<file path="src/rtl/ppa_digit_serial_sub.sv">
// Digit-serial subtractor: diff = a - b - bin, computed DIGIT bits per cycle, LSB digit first.
// Each digit runs through a pre / black-cell prefix chain / post slice in carry form
// (a + ~b + ~bin). The carry between digits lives in a single flop.
module ppa_digit_serial_sub #(
  parameter int unsigned WIDTH = 16,
  parameter int unsigned DIGIT = 4
) (
  input  logic             clk,
  input  logic             rst_n,
  input  logic             in_valid,
  output logic             in_ready,
  input  logic [WIDTH-1:0] a,
  input  logic [WIDTH-1:0] b,
  input  logic             bin,
  output logic             out_valid,
  input  logic             out_ready,
  output logic [WIDTH-1:0] diff,
  output logic             bout,
  output logic             ovf
);

  localparam int unsigned NDIG  = (DIGIT == 0) ? 1 : WIDTH / DIGIT;
  localparam int unsigned CNT_W = (NDIG > 1) ? $clog2(NDIG) : 1;

  // Reject parameter sets that cannot be split into whole digits
  if ((DIGIT < 1) || ((WIDTH % ((DIGIT == 0) ? 1 : DIGIT)) != 0)) begin : g_param_check
    $error("ppa_digit_serial_sub: WIDTH (%0d) must be a nonzero multiple of DIGIT (%0d)",
           WIDTH, DIGIT);
  end

  typedef enum logic [1:0] {
    S_IDLE = 2'd0,
    S_RUN  = 2'd1,
    S_DONE = 2'd2
  } state_t;

  state_t state_q, state_d;

  logic [WIDTH-1:0] a_sh_q;
  logic [WIDTH-1:0] nb_sh_q;
  logic             carry_q;
  logic [CNT_W-1:0] dig_cnt_q;
  logic [WIDTH-1:0] diff_q;
  logic             bout_q;
  logic             ovf_q;
  logic             in_ready_q;
  logic             out_valid_q;

  logic             accept_c;
  logic             last_dig_c;

  logic [DIGIT-1:0] a_dig_c;
  logic [DIGIT-1:0] nb_dig_c;
  logic [DIGIT-1:0] p_dig_c;
  logic [DIGIT:0]   gg_c;
  logic [DIGIT:0]   pp_c;
  logic [DIGIT-1:0] sum_dig_c;
  logic             cout_c;
  logic             cmsb_c;
  logic [WIDTH-1:0] diff_shift_c;

  assign accept_c   = (state_q == S_IDLE) && in_valid;
  assign last_dig_c = (dig_cnt_q == CNT_W'(NDIG - 1));

  // State register plus registered handshake outputs derived from the next state
  always_ff @(posedge clk or negedge rst_n) begin
    if (!rst_n) begin
      state_q     <= S_IDLE;
      in_ready_q  <= 1'b1;
      out_valid_q <= 1'b0;
    end else begin
      state_q     <= state_d;
      in_ready_q  <= (state_d == S_IDLE);
      out_valid_q <= (state_d == S_DONE);
    end
  end

  // Next-state logic: IDLE -> RUN on accept, RUN -> DONE after last digit, DONE -> IDLE on handshake
  always_comb begin
    state_d = state_q;
    case (state_q)
      S_IDLE: if (in_valid)   state_d = S_RUN;
      S_RUN:  if (last_dig_c) state_d = S_DONE;
      S_DONE: if (out_ready)  state_d = S_IDLE;
      default:                state_d = S_IDLE;
    endcase
  end

  // One digit slice: pre-processing, Kogge-Stone black-cell chain seeded with carry-in, post xor
  always_comb begin
    a_dig_c  = a_sh_q[DIGIT-1:0];
    nb_dig_c = nb_sh_q[DIGIT-1:0];
    p_dig_c  = a_dig_c ^ nb_dig_c;
    gg_c     = {a_dig_c & nb_dig_c, carry_q};
    pp_c     = {p_dig_c, 1'b0};
    for (int d = 1; d <= int'(DIGIT); d = d * 2) begin
      for (int i = int'(DIGIT); i >= d; i--) begin
        gg_c[i] = gg_c[i] | (pp_c[i] & gg_c[i-d]);
        pp_c[i] = pp_c[i] & pp_c[i-d];
      end
    end
    sum_dig_c    = p_dig_c ^ gg_c[DIGIT-1:0];
    cout_c       = gg_c[DIGIT];
    cmsb_c       = gg_c[DIGIT-1];
    diff_shift_c = (diff_q >> DIGIT) | (WIDTH'(sum_dig_c) << (WIDTH - DIGIT));
  end

  // Operand shifters, carry flop, digit counter and result registers
  always_ff @(posedge clk or negedge rst_n) begin
    if (!rst_n) begin
      a_sh_q    <= '0;
      nb_sh_q   <= '0;
      carry_q   <= 1'b0;
      dig_cnt_q <= '0;
      diff_q    <= '0;
      bout_q    <= 1'b0;
      ovf_q     <= 1'b0;
    end else if (accept_c) begin
      a_sh_q    <= a;
      nb_sh_q   <= ~b;
      carry_q   <= ~bin;
      dig_cnt_q <= '0;
    end else if (state_q == S_RUN) begin
      a_sh_q    <= a_sh_q >> DIGIT;
      nb_sh_q   <= nb_sh_q >> DIGIT;
      carry_q   <= cout_c;
      diff_q    <= diff_shift_c;
      dig_cnt_q <= dig_cnt_q + CNT_W'(1);
      if (last_dig_c) begin
        bout_q <= ~cout_c;
        ovf_q  <= cmsb_c ^ cout_c;
      end
    end
  end

  assign in_ready  = in_ready_q;
  assign out_valid = out_valid_q;
  assign diff      = diff_q;
  assign bout      = bout_q;
  assign ovf       = ovf_q;

endmodule

</file>
<file path="config.mk">
export PLATFORM = sky130hd
export DESIGN_NAME = ppa_digit_serial_sub
export DESIGN_NICKNAME = d
export VERILOG_FILES = /design/src/rtl/ppa_digit_serial_sub.sv
export SDC_FILE = /design/constraint.sdc
export NUM_CORES = 1
export LEC_CHECK = 0
export ABC_CLOCK_PERIOD_IN_PS = 2000
export CORE_MARGIN = 2
export CORE_UTILIZATION = 50
export DETAILED_ROUTE_END_ITERATION = 8
export PLACE_DENSITY = 0.86
export SYNTH_ARGS = -nofsm -noshare
export SYNTH_HDL_FRONTEND = slang
export SYNTH_SLANG_ARGS = --single-unit
</file>
<file path="constraint.sdc">
create_clock -name clk -period 2 [get_ports clk]
set_clock_uncertainty 0.15 [all_clocks]
set_input_delay 0.4 -clock clk [delete_from_list [all_inputs] [get_ports clk]]
set_output_delay 0.4 -clock clk [all_outputs]
set_load 0.01 [all_outputs]
</file>
# Word level (Yosys, flattened, before mapping)
# Index checks and enable logic that the tools add are counted.
[totals]
ff_bits = 57
in_bits = 37
[classes]
eq_ne = 4
add_sub_neg = 1
n_bitwise = 29
n_reduce_logical = 6
n_mux = 12
[ops]
columns = ["operator", "n"]
rows = [
  ["$mux 16", 4],
  ["$not 16->16", 1],
  ["$or 12x16->16", 1],
  ["$and 1x1->1", 12],
  ["$mux 2", 5],
  ["$or 1x1->1", 8],
  ["$xor 4x4->4", 2],
  ["$eq 2x2->1 const B", 3],
  ["$pmux 2 s3", 1],
  ["$and 4x4->4", 1],
  ["$logic_not 2->1", 2],
  ["$not 1->1", 3],
  ["$reduce_and 3->1", 1],
  ["$add 2x1->2 const B", 1],
  ["$eq 2x1->1 const B", 1],
  ["$mux 1", 2],
  ["$reduce_and 2->1", 1],
  ["$reduce_bool 2->1", 1],
  ["$logic_and 1x1->1", 1],
  ["$xor 1x1->1", 1],
]

# Depth between registers and ports, before layout
[logic_depth]
word_depth = 8
ltp_mapped = 5

# Worst setup path after synthesis
# No wires, ideal clock.
[synth_timing]
path_kind = "register -> register"
start = "register a_sh_q[2]"
end = "register ovf_q (netlist: ovf)"
period_less_slack_ps = 1779
arrival_ps = 1560
n_path_buf = 0
slack_ps = 221
t_required_ps = 1781
path_stages_with_launch = 6
setup_time_ps = 69
path_cell_list = "dfrtp_1 -> ha_1 -> a21o_1 -> a21oi_1 -> or4b_1 -> nand3_1"
[synth_via]
elab_chain_cells = 6
word_cells_on_any_way = 16
[synth_rtl]
columns = ["element", "line", "text"]
rows = [
  ["start: declaration", "39", "logic [WIDTH-1:0] a_sh_q;"],
  ["start signal: assignment", "124", "a_sh_q <= a_sh_q >> DIGIT;"],
  ["$and 4x4->4 / $xor 4x4->4 (equally long branches)", "94, 93", ""],
  ["$and 1x1->1, on equally long branches", "98, 99", ""],
  ["$or 1x1->1 (tied with other cells)", "98", "gg_c[i] = gg_c[i] | (pp_c[i] & gg_c[i-d]);"],
  ["$or 1x1->1 / $and 1x1->1 (equally long branches)", "98", ""],
  ["$or 1x1->1", "98", ""],
  ["$xor 1x1->1 *", "131", "ovf_q <= cmsb_c ^ cout_c;"],
  ["end signal: assignment", "131", ""],
  ["end: declaration", "45", "logic ovf_q;"],
]
# Mark *: on every way between the ends. The rest lies on a longest branch, timed or not.
# A chain may end at the register's enable or synchronous reset.

# Worst setup path in the final report
[layout_timing]
start = "register in_ready_q (netlist: in_ready)"
end = "output in_ready"
[layout_lines]
columns = ["element", "line", "text"]
rows = [
  ["start: declaration", "46", "logic in_ready_q;"],
  ["start signal: assignment", "73", "in_ready_q <= (state_d == S_IDLE);"],
  ["end: declaration", "11", "output logic in_ready,"],
]
# No word-level cell between the ends.

==> impl_metrics.yaml <==
place:
  dp_cells: 387
  io_buffers: 56
  dpl.hpwl_mm: 4.10
  place_congestion: 0.818
detailed_routing:
  via_per_inst: 5.44
  drc: 0
  drtIter0Drc: 124
  wire_per_inst_um: 14.3
  dr.pass1.iters: 4
  antenna_left: 0
  vias: 2196
  routed_wl_mm: 5.79
worst_setup_path:
  required_ns: 1.45
  crit_path_end_kind: "output pin"
  crit_path_max_fanout: 1
  crit_path_max_incr_delay_ns: 0.52
  cpLargestDelayFamily: "buffers and inverters"
  crit_type: "reg -> out"
  reg2reg_from: "a_sh_q[0]"
  worstPathArrival_ns: 1.36
  cp_slowest_cell: "clkdlybuf4s50_1"
  cp-start-kind: "flip-flop"
  crit_buf_inv: 1
  worstPathCellList: "clkdlybuf4s50_1"
  crit_start: "in_ready"
grt:
  grt_util_all_layers_pct: 21.3
  grt_pass1_wl_mm: 9.95
  grt_pass1_vias: 2160
  overflow: 0
  antenna_found_initial: 0
  grt_max_degree: 40
yosys:
  synthCells: 276
  synth.distinct_cells: 31
  syn_area_um2: 2660
  yosysWarnings: 0
  ys_seq_area_share_pct: 53.7
  synth.avg_cell_area_um2: 9.63
  syn-num-nets: 319
  synth_seq_cells: 57
final_layout:
  diodes: 0
  area_delta_synth_final_pct: 30.8
  drive_gt1_share_pct: 10.8
  finalNonFillerCells: 404
  num-nets-final: 372
timing:
  rsz0062_at_grt: "no"
  tightest_slew_ns: 0.669
  finalHoldViolations: 0
  fmax_mhz: 523
  relSlewSlack_pct: 55.4
  period_share_pct: 95.5
  setup_viol: 0
  drv_slew: 0
  fin_crit_ns: 1.91
  fin_tns_setup_ns: 0
floorplan:
  ios: 57
  die_w_um: 76.9
  die_h_um: 76.9
  die_area_um2: 5920
  rows: 26
  core-area_um2: 5110
  initial_utilization_pct: 52.1
outcome:
  status: "finished clean"
power_and_ir_drop:
  powerDensity_nw_per_um2: 1500
  leakage_nw: 1.55
  peakVddDrop_v: 0.000746
clocking:
  path_clk_slew_ns: 0.06
  cts_sinks: 57
  cts_tree: "yes"
  clkLatencyLatePin_ns: 0.33
  htreeDepth: 3
  cts_buffers: 9
  clock_tree.buffer_depth: 2
  root_buffer: "clkbuf_8"
hold_path:
  min_path_type: "in -> async"
run:
  maxCapViolations: 0
power by group:
part           switching [mW]  total (mW)  internal [mW]
logic                    1.15        2.15           1.00
clock network           0.431        1.07          0.640
registers               0.353        1.99           1.64
through the flow:
| step | hold WS, ns | worst slack [ns] | util, % | area [µm²] | power, mW |
|---|---|---|---|---|---|
| 2_1_floorplan | -0.0456 | 0.221 | - | 2660 | 3.39 |
| 3_3_place_gp | 0.0530 | 0.110 | 63.6 | 3250 | 4.00 |
| 3_5_place_dp | 0.0530 | 0.0833 | 63.6 | 3250 | 4.13 |
| 4_1_cts | 0.244 | 0.0537 | 67.7 | 3460 | 5.20 |
| 5_1_grt | 0.258 | 0.0189 | 68.1 | 3480 | 5.59 |
| 6_report | 0.244 | 0.0897 | 68.1 | 3480 | 5.21 |
cell families (layout without fill, tap and decap cells):
logic type	Yosys count	count (layout)	synth area share, %
buf+inv	32	90	6.35
flops	57	57	53.7
compound gates	100	100	23.5
fa+ha+maj	6	6	3.11
xor+xnor	3	3	0.988
simple gates	78	78	12.3
layout by cell type (no fill, tap or decap), types with 2 or more instances in the layout:
cell type	instances
xnor2_1	2
clkdlybuf4s50_1	55
a21oi_1	15
dfrtp_1	56
a22oi_1	36
and2_1	2
a22o_1	5
a21oi_2	2
clkinv_2	2
buf_4	14
nand3_1	3
nand2b_1	3
o21bai_1	2
nor2_1	15
ha_1	4
clkbuf_1	2
inv_1	2
o21ai_0	36
nand2_1	50
clkbuf_8	11
routing by layer:
metal	vias to the layer above	share of wire (%)	global-route usage, %
met5	-	0	0
met4	0	2.2	11.6
met3	13	5.3	3.29
met2	76	49	34.3
met1	1036	44	27.8
li1	1071	-	-
repair_timing:
action                                  CTS  global route
hold buffers                              1             0
setup buffers                             0             0
endpoints found under the setup margin    0             1
endpoints found under the hold margin    24             0
resized for setup                         0             3
state kept, by name, indices dropped and copies added (netlist names):
register,cells
a_sh_q,16
bout,1
carry_q,1
diff,16
dig_cnt_q,2
in_ready,1
nb_sh_q,16
out_valid,1
ovf,1
state_q,2
final timing paths:
| path | endpoint | slack (ns) | depth (start not counted) |
|---|---|---|---|
| min reg2reg | diff[1] | 0.32 | 2 |
| min in group clk | diff[1] | 0.32 | 2 |
| min | diff[2] | 0.24 | 2 |
| max reg2reg | ovf | 0.15 | 5 |
| max in group asynchronous | nb_sh_q[11] | 0.89 | 3 |
| max | in_ready | 0.09 | 1 |
synthesized netlist by cell type (all sizes together):
cell     count  share of area [%]
nand2       51                7.3
clkbuf      12                1.7
buf         17                4.2
dfrtp       56                 53
nand3        3               0.56
o21bai       2               0.56
o21ai       36                6.8
dfstp        1               0.99
or2          1               0.24
inv          3               0.42
a21o         1               0.28
and2         2               0.47
fa           1               0.75
and2b        1               0.28
xnor2        2               0.66
or4b         1               0.38
nor2        15                2.1
a22oi       36                 10
a22o         5                1.6
nor3b        1               0.28
o2111ai      1               0.33
o21a         1               0.28
o31ai        1               0.28
xor2         1               0.33
a21oi       17                3.2
ha           5                2.4
nand2b       3               0.71
layout make-up:
| type | instances | area [µm²] |
|---|---|---|
| multi-input cells | 187 | 1080 |
| repair buffers | 71 | 671 |
| clock buffers | 13 | 159 |
| well taps | 70 | 87.6 |
| inverters | 3 | 11.3 |
| flip-flops and latches | 57 | 1430 |
| clock inverters | 3 | 40.0 |
| fillers | 415 | 1630 |
No activity file was read; power rests on OpenSTA's default activity.
